## src/rtl/seq_pattern_gen_if.sv

```systemverilog
// Bundles the load/control inputs and serial outputs of seq_pattern_gen.
//   master: drives load, pat, len, mode, start, stop, en; observes q, frame, busy, done
//   slave : the pattern generator side
interface seq_pattern_gen_if #(
  parameter int unsigned MAX_LEN = 16,
  parameter int unsigned LW      = $clog2(MAX_LEN + 1)
) ();
  logic               load;
  logic [MAX_LEN-1:0] pat;
  logic [LW-1:0]      len;
  logic               mode;
  logic               start;
  logic               stop;
  logic               en;
  logic               q;
  logic               frame;
  logic               busy;
  logic               done;

  modport master (
    output load, pat, len, mode, start, stop, en,
    input  q, frame, busy, done
  );

  modport slave (
    input  load, pat, len, mode, start, stop, en,
    output q, frame, busy, done
  );
endinterface

```

## src/rtl/seq_pattern_gen.sv

```systemverilog
// Serial pattern generator. Shifts out pat_r[len_r-1:0] MSB-first, one bit per
// enabled cycle, in repeat or one-shot mode, with pause (en=0), abort (stop)
// and a single-slot pending reload applied at period boundaries.
// Ports:
//   clk        : clock, all state on rising edge
//   rst        : asynchronous active-high reset
//   bus        : seq_pattern_gen_if.slave (load/pat/len/mode/start/stop/en in,
//                q/frame/busy/done out)
//   period_cnt : completed-period counter, saturating; present only when the
//                macro SEQSIG_PERIOD_CNT_EN is defined
module seq_pattern_gen #(
  parameter int unsigned MAX_LEN = 16,
  parameter int unsigned LW      = $clog2(MAX_LEN + 1)
) (
  input  logic               clk,
  input  logic               rst,
  seq_pattern_gen_if.slave   bus
`ifdef SEQSIG_PERIOD_CNT_EN
  ,
  output logic [15:0]        period_cnt
`endif
);

  localparam logic [1:0] StIdle  = 2'd0;
  localparam logic [1:0] StRun   = 2'd1;
  localparam logic [1:0] StPause = 2'd2;

  logic [1:0]         state_q, state_d;
  logic [MAX_LEN-1:0] pat_q, pat_d;
  logic [LW-1:0]      len_q, len_d;
  logic [LW-1:0]      idx_q, idx_d;
  logic               mode_q, mode_d;
  logic               q_q, q_d;
  logic               frame_q, frame_d;
  logic               done_q, done_d;
  logic               pend_vld_q, pend_vld_d;
  logic [MAX_LEN-1:0] pend_pat_q, pend_pat_d;
  logic [LW-1:0]      pend_len_q, pend_len_d;

  logic [LW-1:0]      in_len;
  logic [MAX_LEN-1:0] nxt_pat;
  logic [LW-1:0]      nxt_len;
  logic [LW-1:0]      idx_m1;
  logic [MAX_LEN-1:0] sh_adv;
  logic [MAX_LEN-1:0] sh_wrap;

`ifdef SEQSIG_PERIOD_CNT_EN
  logic [15:0] cnt_q, cnt_d;
`endif

  always_comb begin
    state_d    = state_q;
    pat_d      = pat_q;
    len_d      = len_q;
    idx_d      = idx_q;
    mode_d     = mode_q;
    q_d        = q_q;
    frame_d    = frame_q;
    done_d     = 1'b0;
    pend_vld_d = pend_vld_q;
    pend_pat_d = pend_pat_q;
    pend_len_d = pend_len_q;
`ifdef SEQSIG_PERIOD_CNT_EN
    cnt_d      = cnt_q;
`endif

    in_len = bus.len;
    if (bus.len == '0 || bus.len > LW'(MAX_LEN)) in_len = LW'(MAX_LEN);

    // Pattern for the next period: a load on this very edge wins over the
    // pending slot. The slot is always empty in IDLE, so this also serves start.
    nxt_pat = bus.load ? bus.pat : (pend_vld_q ? pend_pat_q : pat_q);
    nxt_len = bus.load ? in_len  : (pend_vld_q ? pend_len_q : len_q);

    idx_m1  = idx_q - LW'(1);
    sh_adv  = pat_q >> idx_m1;
    sh_wrap = nxt_pat >> (nxt_len - LW'(1));

    case (state_q)
      StRun, StPause: begin
        if (bus.stop) begin
          state_d    = StIdle;
          q_d        = 1'b0;
          frame_d    = 1'b0;
          idx_d      = '0;
          pend_vld_d = 1'b0;
        end else begin
          if (bus.load) begin
            pend_vld_d = 1'b1;
            pend_pat_d = bus.pat;
            pend_len_d = in_len;
          end
          if (!bus.en) begin
            state_d = StPause;
          end else begin
            state_d = StRun;
            if (idx_q == '0) begin
              // Period boundary: bit 0 has been shown.
              pat_d      = nxt_pat;
              len_d      = nxt_len;
              pend_vld_d = 1'b0;
`ifdef SEQSIG_PERIOD_CNT_EN
              if (cnt_q != 16'hFFFF) cnt_d = cnt_q + 16'd1;
`endif
              if (mode_q) begin
                state_d = StIdle;
                idx_d   = '0;
                q_d     = 1'b0;
                frame_d = 1'b0;
                done_d  = 1'b1;
              end else begin
                idx_d   = nxt_len - LW'(1);
                q_d     = sh_wrap[0];
                frame_d = 1'b1;
              end
            end else begin
              idx_d   = idx_m1;
              q_d     = sh_adv[0];
              frame_d = 1'b0;
            end
          end
        end
      end
      default: begin
        if (bus.load) begin
          pat_d = bus.pat;
          len_d = in_len;
        end
        if (bus.start && !bus.stop) begin
          state_d = StRun;
          mode_d  = bus.mode;
          idx_d   = nxt_len - LW'(1);
          q_d     = sh_wrap[0];
          frame_d = 1'b1;
`ifdef SEQSIG_PERIOD_CNT_EN
          cnt_d   = '0;
`endif
        end
      end
    endcase
  end

  always_ff @(posedge clk or posedge rst) begin
    if (rst) begin
      state_q    <= StIdle;
      pat_q      <= '0;
      len_q      <= LW'(MAX_LEN);
      idx_q      <= '0;
      mode_q     <= 1'b0;
      q_q        <= 1'b0;
      frame_q    <= 1'b0;
      done_q     <= 1'b0;
      pend_vld_q <= 1'b0;
      pend_pat_q <= '0;
      pend_len_q <= LW'(MAX_LEN);
    end else begin
      state_q    <= state_d;
      pat_q      <= pat_d;
      len_q      <= len_d;
      idx_q      <= idx_d;
      mode_q     <= mode_d;
      q_q        <= q_d;
      frame_q    <= frame_d;
      done_q     <= done_d;
      pend_vld_q <= pend_vld_d;
      pend_pat_q <= pend_pat_d;
      pend_len_q <= pend_len_d;
    end
  end

`ifdef SEQSIG_PERIOD_CNT_EN
  always_ff @(posedge clk or posedge rst) begin
    if (rst) cnt_q <= '0;
    else     cnt_q <= cnt_d;
  end
  assign period_cnt = cnt_q;
`endif

  assign bus.q     = q_q;
  assign bus.frame = frame_q;
  assign bus.done  = done_q;
  assign bus.busy  = (state_q != StIdle);

endmodule

```

## src/flat_wrapper.sv

```systemverilog
// flat-port wrapper written by rule: the top's interface ports become plain ports
module seq_pattern_gen_flat 
#(
  parameter int unsigned MAX_LEN = 16,
  parameter int unsigned LW      = $clog2(MAX_LEN + 1)
)
  (clk, rst, bus_load, bus_pat, bus_len, bus_mode, bus_start, bus_stop, bus_en, bus_q, bus_frame, bus_busy, bus_done);
  seq_pattern_gen_if #(.MAX_LEN(MAX_LEN), .LW(LW)) bus_i ();
  input  logic clk;
  input  logic rst;
  input wire logic [$bits(bus_i.load)-1:0] bus_load;
  input wire logic [$bits(bus_i.pat)-1:0] bus_pat;
  input wire logic [$bits(bus_i.len)-1:0] bus_len;
  input wire logic [$bits(bus_i.mode)-1:0] bus_mode;
  input wire logic [$bits(bus_i.start)-1:0] bus_start;
  input wire logic [$bits(bus_i.stop)-1:0] bus_stop;
  input wire logic [$bits(bus_i.en)-1:0] bus_en;
  output wire logic [$bits(bus_i.q)-1:0] bus_q;
  output wire logic [$bits(bus_i.frame)-1:0] bus_frame;
  output wire logic [$bits(bus_i.busy)-1:0] bus_busy;
  output wire logic [$bits(bus_i.done)-1:0] bus_done;
  assign bus_i.load = bus_load;
  assign bus_i.pat = bus_pat;
  assign bus_i.len = bus_len;
  assign bus_i.mode = bus_mode;
  assign bus_i.start = bus_start;
  assign bus_i.stop = bus_stop;
  assign bus_i.en = bus_en;
  assign bus_q = bus_i.q;
  assign bus_frame = bus_i.frame;
  assign bus_busy = bus_i.busy;
  assign bus_done = bus_i.done;
  seq_pattern_gen #(.MAX_LEN(MAX_LEN), .LW(LW)) u_core (.clk(clk), .rst(rst), .bus(bus_i));
endmodule
```

## config.mk

```make
export PLATFORM = sky130hd
export DESIGN_NAME = seq_pattern_gen_flat
export DESIGN_NICKNAME = d
export VERILOG_FILES = /design/src/rtl/seq_pattern_gen_if.sv /design/src/rtl/seq_pattern_gen.sv /design/src/flat_wrapper.sv
export SDC_FILE = /design/constraint.sdc
export NUM_CORES = 1
export LEC_CHECK = 0
export CORE_ASPECT_RATIO = 1.1
export CORE_MARGIN = 2
export CORE_UTILIZATION = 45
export DETAILED_ROUTE_END_ITERATION = 8
export HOLD_SLACK_MARGIN = 0.05
export PLACE_DENSITY_LB_ADDON = 0.1
export SKIP_CTS_REPAIR_TIMING = 1
export SLEW_MARGIN = 5
export SYNTH_ARGS = -nofsm -noshare
export SYNTH_HDL_FRONTEND = slang
export SYNTH_SLANG_ARGS = --single-unit
```

## constraint.sdc

```tcl
create_clock -name clk -period 6.8 [get_ports clk]
set_input_delay 2.04 -clock clk [delete_from_list [all_inputs] [get_ports clk]]
set_output_delay 2.04 -clock clk [all_outputs]
set_load 0.1 [all_outputs]
```

==> results of run 1 <==
## worst reg2reg max path, stage by stage, from the launching register on
cell and delay (ps):
dfrtp_1 350, inv_1 50, ha_1 260, buf_4 430
nand2b_1 250, o22ai_1 710, or3_1 300, inv_1 60
a32oi_1 180, o31ai_1 90
## cell type report
cell class	instances	area share
Inverter	14	0.0143
Multi-Input combinational cell	234	0.469
Clock inverter	2	0.00375
Tap cell	85	0.0290
Timing Repair Buffer	36	0.0949
Sequential cell	54	0.369
Clock buffer	6	0.0198
## flip-flops by register name, indices dropped and copies added, names as in the netlist
register	cells
u_core.pend_len_q	5
u_core.mode_q	1
u_core.pend_vld_q	1
u_core.pat_q	16
u_core.idx_q	5
u_core.bus.done	1
u_core.bus.q	1
u_core.len_q	5
u_core.bus.frame	1
u_core.state_q	2
u_core.pend_pat_q	16
## path summary, 6_finish.rpt
check	startpoint	endpoint	slack [ps]	cells after the start
worst max-delay path	bus_len[0]	u_core.bus.q	1990	12
worst min-delay path	u_core.len_q[4]	u_core.len_q[4]	470	2
worst max register to register	u_core.state_q[0]	u_core.bus.q	3990	9
worst min register to register	u_core.len_q[4]	u_core.len_q[4]	470	2
max in group asynchronous	rst	u_core.pend_len_q[2]	4080	3
min in group asynchronous	rst	u_core.pend_pat_q[8]	2230	3
## per-layer routing
metal / up-vias / wire length, um
li1: 1187 / -
met1: 1152 / 3320
met2: 33 / 3200
met3: 7 / 161
met4: 0 / 92
met5: - / 0
## through the flow
stage / area (um^2) / util / hold slack (ps) / power (W) / instances
6_report: 3670 / 0.523 / 470 / 0.00177 / 431
5_1_grt: 3670 / 0.523 / 497 / 0.00192 / 431
4_1_cts: 3670 / 0.523 / 475 / 0.00179 / 431
3_5_place_dp: 3580 / 0.511 / 461 / 0.00160 / 423
3_3_place_gp: 3580 / 0.511 / 448 / 0.00158 / 423
2_1_floorplan: 3240 / - / 438 / 0.00140 / 323
## cells by family (layout without fill, tap and decap cells)
| kind of cell | Yosys count | count (layout) | synth area share |
|---|---|---|---|
| and+or+nand+nor | 83 | 83 | 0.113 |
| muxes | 72 | 72 | 0.260 |
| AOI/OAI and AO/OA | 70 | 70 | 0.125 |
| DFF | 54 | 54 | 0.418 |
| buffers and inverters | 35 | 58 | 0.0526 |
| xor gates and xnor gates | 5 | 5 | 0.0159 |
| adders and majority gates | 4 | 4 | 0.0155 |
## power breakdown
part / switching, W / total, W / internal (W)
Combinational: 0.000551 / 0.00100 / 0.000451
Clock: 0.000108 / 0.000181 / 0.0000731
Sequential: 0.000104 / 0.000586 / 0.000482
Total: 0.000763 / 0.00177 / 0.00101
## Yosys cell counts, types with 3 or more instances
master	n	area (um^2)
buf_6	4	45.0
nor3_1	5	25.0
o21ai_0	44	220
a21oi_1	10	50.1
dfrtp_1	52	1300
nand2b_1	7	43.8
mux4_2	5	113
clkbuf_1	13	48.8
nor2_1	11	41.3
xnor2_1	3	26.3
nand2_1	50	188
mux2i_1	44	440
inv_1	14	52.6
ha_1	4	50.1
mux2_2	19	214
==> impl_metrics.yaml, run 1 <==
status:
  status: "completed"
route:
  drc: 0
  routed_via_density: 5.52
  avgRoutedWirePerCell_um: 15.7
  routed_wl_um: 6770
  num_vias: 2379
  dr.pass1.iters: 4
  antenna_left: 0
  drt_iter0_drc: 119
clock_network:
  cts_buffers: 5
  clock_path_buffers: 2
  cts_sinks: 54
  clk_pin_slew_ps: 100
  cts-htree-levels: 2
  cts-root-buf: "clkbuf_8"
  insertion_delay_ps: 310
  cts_tree: "done"
timing:
  fin_ws_ps: 1990
  fin_tns_setup_ps: 0
  period_needed_ps: 4810
  skew_ps: 11.4
  finalHoldViolCount: 0
  worstMarginPinSlew_ps: 1040
  max-slew-margin-rel: 0.302
  fmax_mhz: 208
  rsz0062_at_grt: "no"
  post-route-period-util: 0.708
  drv_slew: 0
  setup_violations: 0
layout:
  drive_gt1_frac: 0.130
  final_cell_mix: "dfrtp_1, nand2_1, o21ai_0, mux2i_1, clkdlybuf4s50_1"
  layout_commonest_cell: "dfrtp_1"
  nets: 377
  regArea_um2: 1350
  fillerInstances: 648
  areaGrowthSynthToFinish_pct: 13.3
  n_antenna_cell: 0
  multi_input_area_um2: 1720
pwr:
  leakagePower_nw: 1.59
  max-vdd-ir-drop_mv: 0.499
  p_per_area_nw_per_um2: 483
synth:
  netlist-cell-type-count: 44
  synth.avg_cell_area_um2: 10.0
  synth_nets: 355
  async_flop_share: 1.00
  synthCells: 323
  yosysWarnings: 0
  mappedNetlistArea_um2: 3240
  synth_ff_type: "dfrtp_1"
  yosys_register_bits: 54
  ys_seq_area_frac: 0.418
  synth_edf_count: 0
global_routing:
  antenna_found_initial: 0
  grtUsageTotal: 0.185
  overflow: 0
  grt_pass1_vias: 2378
  grt_pass1_wl_um: 11700
  grt_use_met3: 0.0276
  grt_max_degree: 55
  grt_use_met2: 0.308
  busiest_layer: "met2"
  use_met1: 0.250
flow_run:
  drv_cap: 0
setup_path:
  cp_slowest_stage_delay_ps: 520
  critical_path_class: "input port to flop"
  crit_slowest_cell: "or4_1"
  end_kind: "flop"
  critPathRequiredTime_ps: 6990
  cp-start-kind: "input port"
  cp_max_fo: 7
  path_cells: "clkdlybuf4s50_1 > or4_1 > ha_1 > nand2b_1 > mux2i_1 > inv_1 > ha_1 > inv_1 > xnor2_2 > mux2i_1 > a2111oi_0 > o31ai_1"
  path_delay_family: "simple AND/OR/NAND/NOR gates"
  path_buf_inv: 3
  cp.arrival_ps: 5000
floorplanning:
  die_w_um: 84.9
  die_h_um: 92.9
  core_um2: 7010
  rows: 32
  pin_count: 32
  start_util: 0.462
  die_area_um2: 7890
hold_path:
  worstHoldPathType: "flop to flop"
placed_design:
  hpwl_um: 4500
  port_buffers: 31
  dpl_worst_slack_ps: 1680
  gp_congestion: 0.853
Power figures use the tool's default switching activity.
==> run 2, diff against run 1 <==
==> constraint.sdc (replaced) <==
create_clock -name clk -period 5 [get_ports clk]
set_input_delay 1.5 -clock clk [delete_from_list [all_inputs] [get_ports clk]]
set_output_delay 1.5 -clock clk [all_outputs]
set_load 0.1 [all_outputs]
==> impl_metrics.yaml, run 2 (synthesis results as in run 1) <==
status:
  status: "completed"
timing:
  fin_tns_setup_ps: 0
  finalHoldViolCount: 0
  post-route-period-util: 0.851
  skew_ps: 7.21
  worstMarginPinSlew_ps: 968
  drv_slew: 0
  period_needed_ps: 4250
  rsz0062_at_grt: "no"
  setup_violations: 0
  fmax_mhz: 235
  max-slew-margin-rel: 0.353
  fin_ws_ps: 746
placed_design:
  hpwl_um: 4630
  port_buffers: 31
  gp_congestion: 0.856
  dpl_worst_slack_ps: 412
floorplanning:
  die_h_um: 92.9
  rows: 32
  die_w_um: 84.9
  pin_count: 32
  die_area_um2: 7890
  start_util: 0.462
  core_um2: 7010
layout:
  areaGrowthSynthToFinish_pct: 14.4
  reg_top3: "u_core.pat_q: 16 flops, u_core.pend_pat_q: 16 flops"
  n_antenna_cell: 0
  layout_commonest_cell: "dfrtp_1"
  drive_gt1_frac: 0.140
  nets: 381
  final_cell_mix: "dfrtp_1, nand2_1, o21ai_0, mux2i_1, clkdlybuf4s50_1"
route:
  routed_wl_um: 6830
  num_vias: 2397
  dr.pass1.iters: 4
  avgRoutedWirePerCell_um: 15.7
  routed_via_density: 5.51
  drt_iter0_drc: 112
  drc: 0
  antenna_left: 0
pwr:
  leakagePower_nw: 1.62
  max-vdd-ir-drop_mv: 0.476
  p_per_area_nw_per_um2: 659
  power.total_w: 0.00244
clock_network:
  cts_sinks: 54
  clock_path_buffers: 2
  insertion_delay_ps: 310
  clk_pin_slew_ps: 100
  cts-root-buf: "clkbuf_8"
  cts_buffers: 5
  cts-htree-levels: 2
  cts_tree: "done"
flow_run:
  drv_cap: 0
setup_path:
  reg2reg_depth: 10
  crit_slowest_cell: "or4_1"
  end_kind: "flop"
  cp.arrival_ps: 4480
  path_delay_family: "simple AND/OR/NAND/NOR gates"
  path_buf_inv: 3
  critical_path_class: "input port to flop"
  critPathRequiredTime_ps: 5230
  cp_max_fo: 7
  cp-start-kind: "input port"
  cp_slowest_stage_delay_ps: 530
  path_cells: "clkdlybuf4s50_1 > or4_1 > ha_1 > nand2b_1 > mux2i_1 > inv_1 > ha_1 > inv_1 > xnor2_2 > mux2_4 > o2111a_1 > o31ai_1"
  crit_cells: 12
global_routing:
  overflow: 0
  grtUsageTotal: 0.188
  grt_max_degree: 44
  antenna_found_initial: 0
  grt_pass1_vias: 2374
  grt_pass1_wl_um: 11800
hold_path:
  worstHoldPathType: "flop to flop"
  hold_depth: 2
run 2: final cells by class:
| cell class | instances | area [um^2] |
|---|---|---|
| fill | 620 | 3310 |
| multi-input combinational | 234 | 1720 |
| sequential | 54 | 1350 |
| timing repair buffer | 40 | 378 |
| tap | 85 | 106 |
| clock buffer | 7 | 86.3 |
| inverter | 14 | 52.6 |
| clock inverter | 1 | 5.00 |
run 2: worst register-to-register path: cells and delay by family, from the launching register on:
family / cells / cell delay (ps)
muxes: 3 / 840
buffers and inverters: 3 / 540
AOI/OAI and AO/OA: 2 / 410
xor gates and xnor gates: 1 / 370
DFF: 1 / 340
adders and majority gates: 1 / 130
run 2: path summary, 6_finish.rpt:
path,endpoint,startpoint,slack [ps]
max in group asynchronous,u_core.pat_q[2],rst,2560
worst min register to register,u_core.len_q[4],u_core.len_q[4],470
worst min-delay path,u_core.len_q[4],u_core.len_q[4],470
min in group asynchronous,u_core.pend_pat_q[11],rst,1710
worst max-delay path,u_core.bus.q,bus_len[0],750
worst max register to register,u_core.bus.q,u_core.pend_vld_q,2290
run 2: metrics by stage:
stage	utilization	cell area (um^2)	instances	hold slack, ps
global route	0.528	3700	435	494
global placement	0.515	3610	427	448
floorplan	-	3240	323	438
finish	0.528	3700	435	468
CTS	0.528	3700	435	470
detailed placement	0.515	3610	427	454
run 2: layer usage:
metal / wire length, um / share of wire / GRT usage / vias to the layer above
met2: 3250 / 0.48 / 0.312 / 35
met1: 3290 / 0.48 / 0.254 / 1158
met4: 85 / 0.012 / 0.0503 / 0
met3: 195 / 0.029 / 0.0357 / 8
met5: 0 / 0 / 0 / -
li1: - / - / - / 1196
run 2: power by group:
| part | switching (W) | internal [W] | total [W] |
|---|---|---|---|
| combinational | 0.000755 | 0.000628 | 0.00138 |
| sequential | 0.000141 | 0.000656 | 0.000797 |
| clock | 0.000146 | 0.000112 | 0.000259 |
| total | 0.00104 | 0.00140 | 0.00244 |
==> run 3, diff against run 2 <==
--- a/config.mk
+++ b/config.mk
@@ -6,11 +6,11 @@
 export NUM_CORES = 1
 export LEC_CHECK = 0
 export CORE_ASPECT_RATIO = 1.1
-export CORE_MARGIN = 2
+export CORE_MARGIN = 3
 export CORE_UTILIZATION = 45
 export DETAILED_ROUTE_END_ITERATION = 8
 export HOLD_SLACK_MARGIN = 0.05
-export PLACE_DENSITY_LB_ADDON = 0.1
+export PLACE_DENSITY = 0.64
 export SKIP_CTS_REPAIR_TIMING = 1
 export SLEW_MARGIN = 5
 export SYNTH_ARGS = -nofsm -noshare
==> impl_metrics.yaml, run 3 (synthesis results as in run 1) <==
timing:
  holdWs_ps: 470
  fin_tns_setup_ps: 0
  post-route-period-util: 0.857
  drv_slew: 0
  period_needed_ps: 4290
  fmax_mhz: 233
  finalHoldViolCount: 0
  worstMarginPinSlew_ps: 1070
  skew_ps: 6.74
  setup_violations: 0
  max-slew-margin-rel: 0.287
  rsz0062_at_grt: "no"
pwr:
  max-vdd-ir-drop_mv: 0.673
  p_per_area_nw_per_um2: 669
  leakagePower_nw: 1.61
placed_design:
  gp_congestion: 0.829
  placed_area_um2: 3590
  port_buffers: 31
  hpwl_um: 4720
clock_network:
  clock_path_buffers: 2
  cts-root-buf: "clkbuf_8"
  cts_tree: "done"
  insertion_delay_ps: 310
  cts_buffers: 5
  cts_sinks: 54
  cts-htree-levels: 2
  clk_pin_slew_ps: 100
layout:
  final_util: 0.545
  areaGrowthSynthToFinish_pct: 14.3
  drive_gt1_frac: 0.132
  layout_commonest_cell: "dfrtp_1"
  reg_top3: "u_core.pat_q: 16 flops, u_core.pend_pat_q: 16 flops"
  post-route-cell-area_um2: 3700
  nets: 379
  final_cell_mix: "dfrtp_1, nand2_1, o21ai_0, mux2i_1, clkdlybuf4s50_1"
  n_antenna_cell: 0
route:
  dr.pass1.iters: 4
  avgRoutedWirePerCell_um: 16.1
  wl_met3_um: 201
  top_layer: "met4"
  num_vias: 2411
  drt_iter0_drc: 96
  routed_via_density: 5.61
  drc: 0
  dr_wl_met2_um: 3170
  routed_wl_um: 6920
  wirelength_met1_um: 3430
  antenna_left: 0
hold_path:
  hold_depth: 2
  hp-start: "u_core.len_q[4]"
  hold_end: "u_core.len_q[4]"
  worstHoldPathType: "flop to flop"
setup_path:
  cp_max_fo: 7
  cp_slowest_stage_delay_ps: 530
  path_cells: "clkdlybuf4s50_1 > or4_1 > ha_1 > nand2b_1 > mux2i_1 > inv_1 > ha_1 > inv_1 > xnor2_2 > mux2_4 > o2111a_1 > o31ai_1"
  critPathRequiredTime_ps: 5230
  path_buf_inv: 3
  crit_cells: 12
  r2r_slack_ps: 2210
  end_kind: "flop"
  cp.arrival_ps: 4520
  path_delay_family: "simple AND/OR/NAND/NOR gates"
  reg2reg_depth: 7
  r2r-end: "u_core.pend_pat_q[4]"
  r2r-start: "u_core.state_q[0]"
  cp-start-kind: "input port"
  crit_slowest_cell: "or4_1"
  critical_path_class: "input port to flop"
floorplanning:
  die_h_um: 94.9
  rows: 31
  die_w_um: 86.9
  core_um2: 6790
  die_area_um2: 8250
  pin_count: 32
  start_util: 0.477
status:
  status: "completed"
global_routing:
  overflow: 0
  grt_max_degree: 43
  grtUsageTotal: 0.181
  grt_pass1_wl_um: 11600
  antenna_found_initial: 0
  grt_pass1_vias: 2327
flow_run:
  drv_cap: 0
run 3: cell type report:
cell class | instances | area (um^2)
Fill cell | 622 | 3090
Clock inverter | 1 | 30.0
Clock buffer | 7 | 76.3
Multi-Input combinational cell | 234 | 1720
Timing Repair Buffer | 38 | 363
Sequential cell | 54 | 1350
Tap cell | 82 | 103
Inverter | 14 | 52.6
run 3: worst max path at each step:
stage,endpoint,slack [ps],startpoint
floorplan,u_core.bus.q,1020,bus_len[0]
global placement,u_core.bus.q,490,bus_len[0]
detailed placement,u_core.bus.q,410,bus_len[0]
CTS,u_core.bus.q,740,bus_len[0]
global route,u_core.bus.q,510,bus_len[0]
finish,u_core.bus.q,710,bus_len[0]
run 3: where the power goes:
group          total (W)  switching (W)  internal [W]
logic            0.00136       0.000732      0.000625
registers       0.000818       0.000162      0.000656
clock network   0.000298       0.000148      0.000150
total            0.00247        0.00104       0.00143
run 3: stage by stage:
stage	setup WS [ps]	total power, W	instances
finish	714	0.00247	430
global route	507	0.00267	430
CTS	745	0.00249	430
detailed placement	408	0.00219	422
global placement	490	0.00215	422
floorplan	1020	0.00190	323
run 3: metal layers:
| layer | global-route usage | vias up |
|---|---|---|
| met4 | 0.0571 | 0 |
| met2 | 0.283 | 30 |
| met5 | 0 | - |
| met1 | 0.256 | 1181 |
| li1 | - | 1192 |
| met3 | 0.0297 | 8 |
run 3: worst reg2reg max path, delay by kind of cell, from the launching register on:
kind | cells | cell delay (ps)
mux | 1 | 540
buf+inv | 3 | 630
fa+ha+maj | 1 | 260
flops | 1 | 360
simple gates | 2 | 880
